<file path="src/rtl/vga_pkg.sv">
// VGA timing defaults for 640x480@60, RGB332 field layout and a helper
// that derives a total line/frame period from its four timing segments.
package vga_pkg;

  localparam int unsigned DEF_H_ACTIVE = 640;
  localparam int unsigned DEF_H_FP     = 16;
  localparam int unsigned DEF_H_SYNC   = 96;
  localparam int unsigned DEF_H_BP     = 48;
  localparam int unsigned DEF_V_ACTIVE = 480;
  localparam int unsigned DEF_V_FP     = 10;
  localparam int unsigned DEF_V_SYNC   = 2;
  localparam int unsigned DEF_V_BP     = 29;

  localparam int unsigned R_W   = 3;
  localparam int unsigned G_W   = 3;
  localparam int unsigned B_W   = 2;
  localparam int unsigned RGB_W = R_W + G_W + B_W;

  typedef struct packed {
    logic [R_W-1:0] r;
    logic [G_W-1:0] g;
    logic [B_W-1:0] b;
  } rgb_t;

  function automatic int unsigned seg_total(input int unsigned sync, input int unsigned bp,
                                            input int unsigned act, input int unsigned fp);
    return sync + bp + act + fp;
  endfunction

endpackage

</file>
<file path="src/rtl/vga_sprite_engine_if.sv">
// Object description bus from game logic into the sprite engine.
interface vga_sprite_engine_if
  import vga_pkg::*;
#(
  parameter int unsigned NUM_OBJ = 4,
  parameter int unsigned CW      = 10
);
  logic [NUM_OBJ*CW-1:0]    obj_x;
  logic [NUM_OBJ*CW-1:0]    obj_y;
  logic [NUM_OBJ*CW-1:0]    obj_hw;
  logic [NUM_OBJ*CW-1:0]    obj_hh;
  logic [NUM_OBJ*RGB_W-1:0] obj_rgb;
  logic [NUM_OBJ-1:0]       obj_en;
  logic [RGB_W-1:0]         bg_rgb;

  modport master (output obj_x, obj_y, obj_hw, obj_hh, obj_rgb, obj_en, bg_rgb);
  modport slave  (input  obj_x, obj_y, obj_hw, obj_hh, obj_rgb, obj_en, bg_rgb);
endinterface

</file>
<file path="src/rtl/vga_timing.sv">
// Horizontal/vertical scan counters with combinational sync, visibility,
// active-area coordinates and the once-per-frame shadow latch strobe.
module vga_timing
  import vga_pkg::*;
#(
  parameter int unsigned H_ACTIVE = DEF_H_ACTIVE,
  parameter int unsigned H_FP     = DEF_H_FP,
  parameter int unsigned H_SYNC   = DEF_H_SYNC,
  parameter int unsigned H_BP     = DEF_H_BP,
  parameter int unsigned V_ACTIVE = DEF_V_ACTIVE,
  parameter int unsigned V_FP     = DEF_V_FP,
  parameter int unsigned V_SYNC   = DEF_V_SYNC,
  parameter int unsigned V_BP     = DEF_V_BP,
  parameter int unsigned CW       = 10
) (
  input  logic          clk,
  input  logic          rst_n,
  output logic          hsync_c,
  output logic          vsync_c,
  output logic          visible_c,
  output logic [CW-1:0] px_c,
  output logic [CW-1:0] py_c,
  output logic          first_c,
  output logic          latch_c
);
  localparam int unsigned H_TOTAL = seg_total(H_SYNC, H_BP, H_ACTIVE, H_FP);
  localparam int unsigned V_TOTAL = seg_total(V_SYNC, V_BP, V_ACTIVE, V_FP);
  localparam int unsigned H_START = H_SYNC + H_BP;
  localparam int unsigned H_END   = H_START + H_ACTIVE;
  localparam int unsigned V_START = V_SYNC + V_BP;
  localparam int unsigned V_END   = V_START + V_ACTIVE;

  logic [CW-1:0] hc;
  logic [CW-1:0] vc;
  logic          h_last;
  logic          v_last;

  assign h_last = (hc == CW'(H_TOTAL - 1));
  assign v_last = (vc == CW'(V_TOTAL - 1));

  always_ff @(posedge clk or negedge rst_n) begin
    if (!rst_n) begin
      hc <= '0;
      vc <= '0;
    end else begin
      hc <= h_last ? '0 : hc + CW'(1);
      if (h_last) vc <= v_last ? '0 : vc + CW'(1);
    end
  end

  assign hsync_c   = (hc < CW'(H_SYNC));
  assign vsync_c   = (vc < CW'(V_SYNC));
  assign visible_c = (hc >= CW'(H_START)) && (hc < CW'(H_END)) &&
                     (vc >= CW'(V_START)) && (vc < CW'(V_END));
  assign px_c      = hc - CW'(H_START);
  assign py_c      = vc - CW'(V_START);
  assign first_c   = visible_c && (px_c == '0) && (py_c == '0);
  // Last clock of the last visible line: safe point to take a new object set.
  assign latch_c   = h_last && (vc == CW'(V_END - 1));

endmodule

</file>
<file path="src/rtl/vga_sprite_engine.sv">
// VGA timing plus NUM_OBJ-rectangle renderer with per-frame shadowed object
// state and a two-stage registered output pipeline (syncs aligned to colour).
module vga_sprite_engine
  import vga_pkg::*;
#(
  parameter int unsigned H_ACTIVE = DEF_H_ACTIVE,
  parameter int unsigned H_FP     = DEF_H_FP,
  parameter int unsigned H_SYNC   = DEF_H_SYNC,
  parameter int unsigned H_BP     = DEF_H_BP,
  parameter int unsigned V_ACTIVE = DEF_V_ACTIVE,
  parameter int unsigned V_FP     = DEF_V_FP,
  parameter int unsigned V_SYNC   = DEF_V_SYNC,
  parameter int unsigned V_BP     = DEF_V_BP,
  parameter int unsigned NUM_OBJ  = 4,
  parameter int unsigned CW       = 10
) (
  input  logic               dclk,
  input  logic               clr_n,
  vga_sprite_engine_if.slave objs,
  output logic               hsync,
  output logic               vsync,
  output logic [R_W-1:0]     red,
  output logic [G_W-1:0]     green,
  output logic [B_W-1:0]     blue,
  output logic               active,
  output logic [CW-1:0]      pix_x,
  output logic [CW-1:0]      pix_y,
  output logic               frame_start
);
  logic          hsync_c, vsync_c, visible_c, first_c, latch_c;
  logic [CW-1:0] px_c, py_c;

  vga_timing #(
    .H_ACTIVE(H_ACTIVE), .H_FP(H_FP), .H_SYNC(H_SYNC), .H_BP(H_BP),
    .V_ACTIVE(V_ACTIVE), .V_FP(V_FP), .V_SYNC(V_SYNC), .V_BP(V_BP),
    .CW(CW)
  ) u_timing (
    .clk(dclk), .rst_n(clr_n),
    .hsync_c(hsync_c), .vsync_c(vsync_c), .visible_c(visible_c),
    .px_c(px_c), .py_c(py_c), .first_c(first_c), .latch_c(latch_c)
  );

  logic [CW-1:0]      sh_x  [NUM_OBJ];
  logic [CW-1:0]      sh_y  [NUM_OBJ];
  logic [CW-1:0]      sh_hw [NUM_OBJ];
  logic [CW-1:0]      sh_hh [NUM_OBJ];
  rgb_t               sh_rgb[NUM_OBJ];
  logic [NUM_OBJ-1:0] sh_en;
  rgb_t               sh_bg;

  // Shadow copy of the object set; reset leaves everything disabled on black.
  always_ff @(posedge dclk or negedge clr_n) begin
    if (!clr_n) begin
      for (int i = 0; i < int'(NUM_OBJ); i++) begin
        sh_x[i]   <= '0;
        sh_y[i]   <= '0;
        sh_hw[i]  <= '0;
        sh_hh[i]  <= '0;
        sh_rgb[i] <= '0;
      end
      sh_en <= '0;
      sh_bg <= '0;
    end else if (latch_c) begin
      for (int i = 0; i < int'(NUM_OBJ); i++) begin
        sh_x[i]   <= objs.obj_x[i*CW +: CW];
        sh_y[i]   <= objs.obj_y[i*CW +: CW];
        sh_hw[i]  <= objs.obj_hw[i*CW +: CW];
        sh_hh[i]  <= objs.obj_hh[i*CW +: CW];
        sh_rgb[i] <= objs.obj_rgb[i*RGB_W +: RGB_W];
      end
      sh_en <= objs.obj_en;
      sh_bg <= objs.bg_rgb;
    end
  end

  logic [CW:0]        px_w, py_w;
  logic [NUM_OBJ-1:0] hit_c;

  assign px_w = {1'b0, px_c};
  assign py_w = {1'b0, py_c};

  // One extra bit keeps x+hw and px+hw from wrapping at the screen edges.
  for (genvar i = 0; i < int'(NUM_OBJ); i++) begin : g_hit
    logic [CW:0] x_w, y_w, hw_w, hh_w;
    assign x_w  = {1'b0, sh_x[i]};
    assign y_w  = {1'b0, sh_y[i]};
    assign hw_w = {1'b0, sh_hw[i]};
    assign hh_w = {1'b0, sh_hh[i]};
    assign hit_c[i] = sh_en[i] &&
                      (px_w + hw_w >= x_w) && (px_w <= x_w + hw_w) &&
                      (py_w + hh_w >= y_w) && (py_w <= y_w + hh_w);
  end

  logic [NUM_OBJ-1:0] hit_s1;
  logic [CW-1:0]      px_s1, py_s1;
  logic               vis_s1, hs_n_s1, vs_n_s1, first_s1;

  always_ff @(posedge dclk or negedge clr_n) begin
    if (!clr_n) begin
      hit_s1   <= '0;
      px_s1    <= '0;
      py_s1    <= '0;
      vis_s1   <= 1'b0;
      hs_n_s1  <= 1'b1;
      vs_n_s1  <= 1'b1;
      first_s1 <= 1'b0;
    end else begin
      hit_s1   <= hit_c;
      px_s1    <= px_c;
      py_s1    <= py_c;
      vis_s1   <= visible_c;
      hs_n_s1  <= ~hsync_c;
      vs_n_s1  <= ~vsync_c;
      first_s1 <= first_c;
    end
  end

  rgb_t pix_c;

  // Lowest-index hit wins; blanking forces black regardless of background.
  always_comb begin
    pix_c = sh_bg;
    for (int i = int'(NUM_OBJ) - 1; i >= 0; i--) begin
      if (hit_s1[i]) pix_c = sh_rgb[i];
    end
    if (!vis_s1) pix_c = '0;
  end

  always_ff @(posedge dclk or negedge clr_n) begin
    if (!clr_n) begin
      hsync       <= 1'b1;
      vsync       <= 1'b1;
      red         <= '0;
      green       <= '0;
      blue        <= '0;
      active      <= 1'b0;
      pix_x       <= '0;
      pix_y       <= '0;
      frame_start <= 1'b0;
    end else begin
      hsync       <= hs_n_s1;
      vsync       <= vs_n_s1;
      red         <= pix_c.r;
      green       <= pix_c.g;
      blue        <= pix_c.b;
      active      <= vis_s1;
      pix_x       <= vis_s1 ? px_s1 : '0;
      pix_y       <= vis_s1 ? py_s1 : '0;
      frame_start <= first_s1;
    end
  end

endmodule

</file>
<file path="src/flat_wrapper.sv">
// flat-port wrapper written by rule: the top's interface ports become plain ports
module vga_sprite_engine_flat import vga_pkg::*;
#(
  parameter int unsigned H_ACTIVE = DEF_H_ACTIVE,
  parameter int unsigned H_FP     = DEF_H_FP,
  parameter int unsigned H_SYNC   = DEF_H_SYNC,
  parameter int unsigned H_BP     = DEF_H_BP,
  parameter int unsigned V_ACTIVE = DEF_V_ACTIVE,
  parameter int unsigned V_FP     = DEF_V_FP,
  parameter int unsigned V_SYNC   = DEF_V_SYNC,
  parameter int unsigned V_BP     = DEF_V_BP,
  parameter int unsigned NUM_OBJ  = 4,
  parameter int unsigned CW       = 10
)
  (dclk, clr_n, hsync, vsync, red, green, blue, active, pix_x, pix_y, frame_start, objs_obj_x, objs_obj_y, objs_obj_hw, objs_obj_hh, objs_obj_rgb, objs_obj_en, objs_bg_rgb);
  vga_sprite_engine_if #(.NUM_OBJ(NUM_OBJ), .CW(CW)) objs_i ();
  input  logic dclk;
  input  logic clr_n;
  output logic hsync;
  output logic vsync;
  output logic [R_W-1:0] red;
  output logic [G_W-1:0] green;
  output logic [B_W-1:0] blue;
  output logic active;
  output logic [CW-1:0] pix_x;
  output logic [CW-1:0] pix_y;
  output logic frame_start;
  input wire logic [$bits(objs_i.obj_x)-1:0] objs_obj_x;
  input wire logic [$bits(objs_i.obj_y)-1:0] objs_obj_y;
  input wire logic [$bits(objs_i.obj_hw)-1:0] objs_obj_hw;
  input wire logic [$bits(objs_i.obj_hh)-1:0] objs_obj_hh;
  input wire logic [$bits(objs_i.obj_rgb)-1:0] objs_obj_rgb;
  input wire logic [$bits(objs_i.obj_en)-1:0] objs_obj_en;
  input wire logic [$bits(objs_i.bg_rgb)-1:0] objs_bg_rgb;
  assign objs_i.obj_x = objs_obj_x;
  assign objs_i.obj_y = objs_obj_y;
  assign objs_i.obj_hw = objs_obj_hw;
  assign objs_i.obj_hh = objs_obj_hh;
  assign objs_i.obj_rgb = objs_obj_rgb;
  assign objs_i.obj_en = objs_obj_en;
  assign objs_i.bg_rgb = objs_bg_rgb;
  vga_sprite_engine #(.H_ACTIVE(H_ACTIVE), .H_FP(H_FP), .H_SYNC(H_SYNC), .H_BP(H_BP), .V_ACTIVE(V_ACTIVE), .V_FP(V_FP), .V_SYNC(V_SYNC), .V_BP(V_BP), .NUM_OBJ(NUM_OBJ), .CW(CW)) u_core (.dclk(dclk), .clr_n(clr_n), .objs(objs_i), .hsync(hsync), .vsync(vsync), .red(red), .green(green), .blue(blue), .active(active), .pix_x(pix_x), .pix_y(pix_y), .frame_start(frame_start));
endmodule
</file>
<file path="config.mk">
export PLATFORM = sky130hd
export DESIGN_NAME = vga_sprite_engine_flat
export DESIGN_NICKNAME = d
export VERILOG_FILES = /design/src/rtl/vga_pkg.sv /design/src/rtl/vga_sprite_engine_if.sv /design/src/rtl/vga_timing.sv /design/src/rtl/vga_sprite_engine.sv /design/src/flat_wrapper.sv
export SDC_FILE = /design/constraint.sdc
export NUM_CORES = 1
export LEC_CHECK = 0
export BUFFER_PORTS_ARGS = -buffer_cell sky130_fd_sc_hd__buf_2
export CORE_MARGIN = 2
export CORE_UTILIZATION = 60
export DETAILED_ROUTE_END_ITERATION = 7
export PLACE_DENSITY_LB_ADDON = 0.25
export REMOVE_ABC_BUFFERS = 1
export SLEW_MARGIN = 20
export SYNTH_ARGS = -nofsm -noshare
export SYNTH_HDL_FRONTEND = slang
export SYNTH_HIERARCHICAL = 1
export SYNTH_SLANG_ARGS = --single-unit
</file>
<file path="constraint.sdc">
create_clock -name dclk -period 4.5 [get_ports dclk]
set_clock_uncertainty 0.15 [all_clocks]
set_input_delay 1.35 -clock dclk [delete_from_list [all_inputs] [get_ports dclk]]
set_output_delay 1.35 -clock dclk [all_outputs]
set_load 0.01 [all_outputs]
</file>
==> flow_metrics.py <==
metrics = {
    "floorplanning": {
        "fp.dieH_um": 189,
        "fp.coreArea_mm2": 0.0337,
        "initial_utilization_pct": 61.2,
        "pin_count": 238,
        "die_area_mm2": 0.0359,
        "die_w_um": 189,
        "num_rows": 67,
    },
    "route": {
        "finalWirelength_mm": 51.0,
        "drtPass1Iterations": 5,
        "num_vias": 16400,
        "detail-route-antenna-nets": 0,
        "drtIter0Drc": 832,
        "drc_errors": 0,
        "wl_per_cell_um": 18.1,
        "via_per_inst": 5.83,
    },
    "critical_path": {
        "cp-end-kind": "flop",
        "startpoint_type": "flop",
        "reg2reg_setup_slack_ps": 440,
        "r2r-end": "u_core/hit_s1[2]",
        "crit-reg2reg-launch": "u_core/u_timing/vc[4]",
        "critPathKind": "reg -> reg",
        "cp.required_ps": 4760,
        "critPathMaxFanout": 6,
        "crit_start": "u_core/u_timing/vc[4]",
        "r2r_cells": 15,
        "critPathArrivalTime_ps": 4320,
    },
    "run_status": {
        "status": "completed",
    },
    "clock_network": {
        "clock_latency_ps": 520,
        "cts_sinks": 284,
        "cts_tree": "yes",
        "path_clk_slew_ps": 60,
        "cts_buffers": 34,
        "cts-root-buf": "clkbuf_16",
        "cts_setup_buffers": 0,
        "clock_path_buffers": 3,
        "cts.hold.buffers_added": 0,
        "cts_htree_levels": 2,
    },
    "timing": {
        "hold_ws_ps": 197,
        "setup_viol": 0,
        "slew_headroom_pct": 30.0,
        "finalCritPeriodShare_pct": 90.2,
        "hold_viol_final": 0,
        "slew_violations": 0,
        "period_needed_ps": 4060,
        "rsz0062_at_grt": "false",
        "tightest_slew_ps": 1050,
        "fmax_ghz": 0.246,
        "fin_ws_ps": 442,
    },
    "global_route": {
        "grt_pass1_vias": 16400,
        "overflow": 0,
        "antenna_found_initial": 0,
        "grt_pass1_wl_mm": 82.7,
        "grt_max_degree": 80,
        "grt_usage_pct": 28.6,
    },
    "finish": {
        "layout_commonest_cell": "ha_1",
        "multi_input_area_mm2": 0.0127,
        "n_fill_cell": 2667,
        "post-route-util_pct": 70.3,
        "final_area_mm2": 0.0237,
        "mostFrequentLayoutCells": "ha_1 (329), dfrtp_1 (280), buf_2 (236)",
        "synthToLayoutAreaGrowth_pct": 14.9,
        "drive_above_1_share_pct": 20.9,
        "n_antenna_cell": 0,
        "regArea_mm2": 0.00711,
        "nNetsFinal": 2892,
    },
    "power": {
        "power.total_mw": 5.41,
        "pwr_density_cell_mw_per_mm2": 228,
        "p_leak_nw": 11.9,
        "worst_ir_drop_vdd_uv": 275,
    },
    "synthesis": {
        "synth_flop_cell": "dfrtp_1",
        "synth_area_leader_cell": "dfrtp_1",
        "synthArstFlopShare_pct": 100,
        "ys_seq_area_share_pct": 34.5,
        "syn_inst": 2079,
        "avgSynthCellArea_um2": 9.92,
        "synth.distinct_cells": 77,
        "synth_edf_count": 0,
        "synth_seq_cells": 284,
        "synth-warning-count": 6,
        "yosys-top-cells-area": "dfrtp_1 (34%), ha_1 (20%), mux2_2 (6.9%), o21ai_0 (4.5%), xnor2_1 (3.2%)",
        "yosys.area.top_type_share_pct": 34.0,
        "synthesis.area_mm2": 0.0206,
    },
    "placement": {
        "dp_slack_ps": 431,
        "place.gp.congestion": 0.906,
        "hpwl_mm": 39.0,
        "placed_area_mm2": 0.0226,
        "io_buffers": 237,
    },
    "flow_run": {
        "cap_violations": 0,
    },
    "hold_path": {
        "worstHoldEndpoint": "u_core/frame_start",
        "min_path_cells": 0,
        "hold_path.startpoint": "u_core/first_s1",
        "min_path_type": "reg -> reg",
    },
}
## critical path: stages (launching register included)
cell and delay, ps:
dfrtp_1 470, and3_1 260, and3_1 230, or3_1 360, xnor2_2 230, ha_1 300, or4_1 430, o21ai_0 220
xnor2_1 100, ha_1 270, o21a_1 120, o21a_1 140, nand4_1 100, o211ai_1 310, nand2_1 90, nor4_1 160
## cells by family (layout without fill, tap and decap cells)
kind of cell             count (synthesis)  after routing  share of synthesized area, %
AND/OR/NAND/NOR                        467            467                          11.2
multiplexers                           144            144                          7.75
buffers and inverters                  207            491                          4.06
flip-flops                             284            284                          34.5
AO/OA/AOI/OAI                          496            496                          15.2
XOR/XNOR                               136            136                          5.77
adder cells (fa/ha/maj)                345            345                          21.5
## Yosys cell counts, drive strengths merged, types with 4 or more instances
cell type	number
a2111oi	6
a211o	4
a211oi	17
a21boi	4
a21o	44
a21oi	107
a31o	11
a31oi	9
a41o	4
and2	34
and3	13
and4	4
buf	28
clkbuf	25
dfrtp	280
dfstp	4
fa	16
ha	329
inv	154
mux2	126
mux2i	18
nand2	164
nand2b	28
nand3	31
nand4	17
nor2	78
nor2b	26
nor3	29
nor4	11
o2111ai	10
o211ai	18
o21a	26
o21ai	184
o21bai	6
o31a	9
o31ai	5
or2	8
or3	8
or4	7
xnor2	75
xor2	61
## power by group
group          total (mW)  internal [mW]  switching (mW)
clock                2.71           1.62            1.09
sequential           2.55           2.55               0
combinational       0.145         0.0677          0.0775
total                5.41           4.25            1.16
## per-layer routing
layer	vias up	global-route usage, %	wire length [um]
li1	7976	-	-
met1	7944	39.8	23800
met2	397	47.7	23900
met3	71	3.58	2390
met4	0	6.98	929
met5	-	0	0
## worst max-delay path by stage
stage                              endpoint  slack (ps)
finish                     u_core/hit_s1[2]         440
global route               u_core/hit_s1[3]         140
CTS                        u_core/hit_s1[2]         400
detailed placement         u_core/hit_s1[1]         430
global placement           u_core/hit_s1[2]         530
floorplan           u_core/g_hit[0].hh_w[0]       -7480
## layout make-up
| type | count | area share, % |
|---|---|---|
| multi-input cells | 1588 | 53.6 |
| flip-flops and latches | 284 | 30.0 |
| clock buffers | 47 | 4.27 |
| repair buffers | 279 | 6.91 |
| inverters | 154 | 2.44 |
| well taps | 448 | 2.37 |
| clock inverters | 11 | 0.391 |
## flip-flops by register name (all words and copies together), names as in the netlist, 32 cells and up
register	cells
u_core/g_hit.x_w	40
u_core/sh_rgb	32
u_core/g_hit.hh_w	40
u_core/g_hit.y_w	40
u_core/g_hit.hw_w	40
## through the flow
step / setup TNS [ps] / cells
finish: 0 / 2811
global route: 0 / 2811
CTS: 0 / 2811
detailed placement: 0 / 2753
global placement: 0 / 2753
floorplan: -1484530 / 2026
## what timing repair did
action / in CTS / in global routing
setup endpoints to repair: 0 / 1
endpoints found under the hold margin: 0 / 0
resized for setup: 0 / 1
No activity file was read; power rests on OpenSTA's default activity.
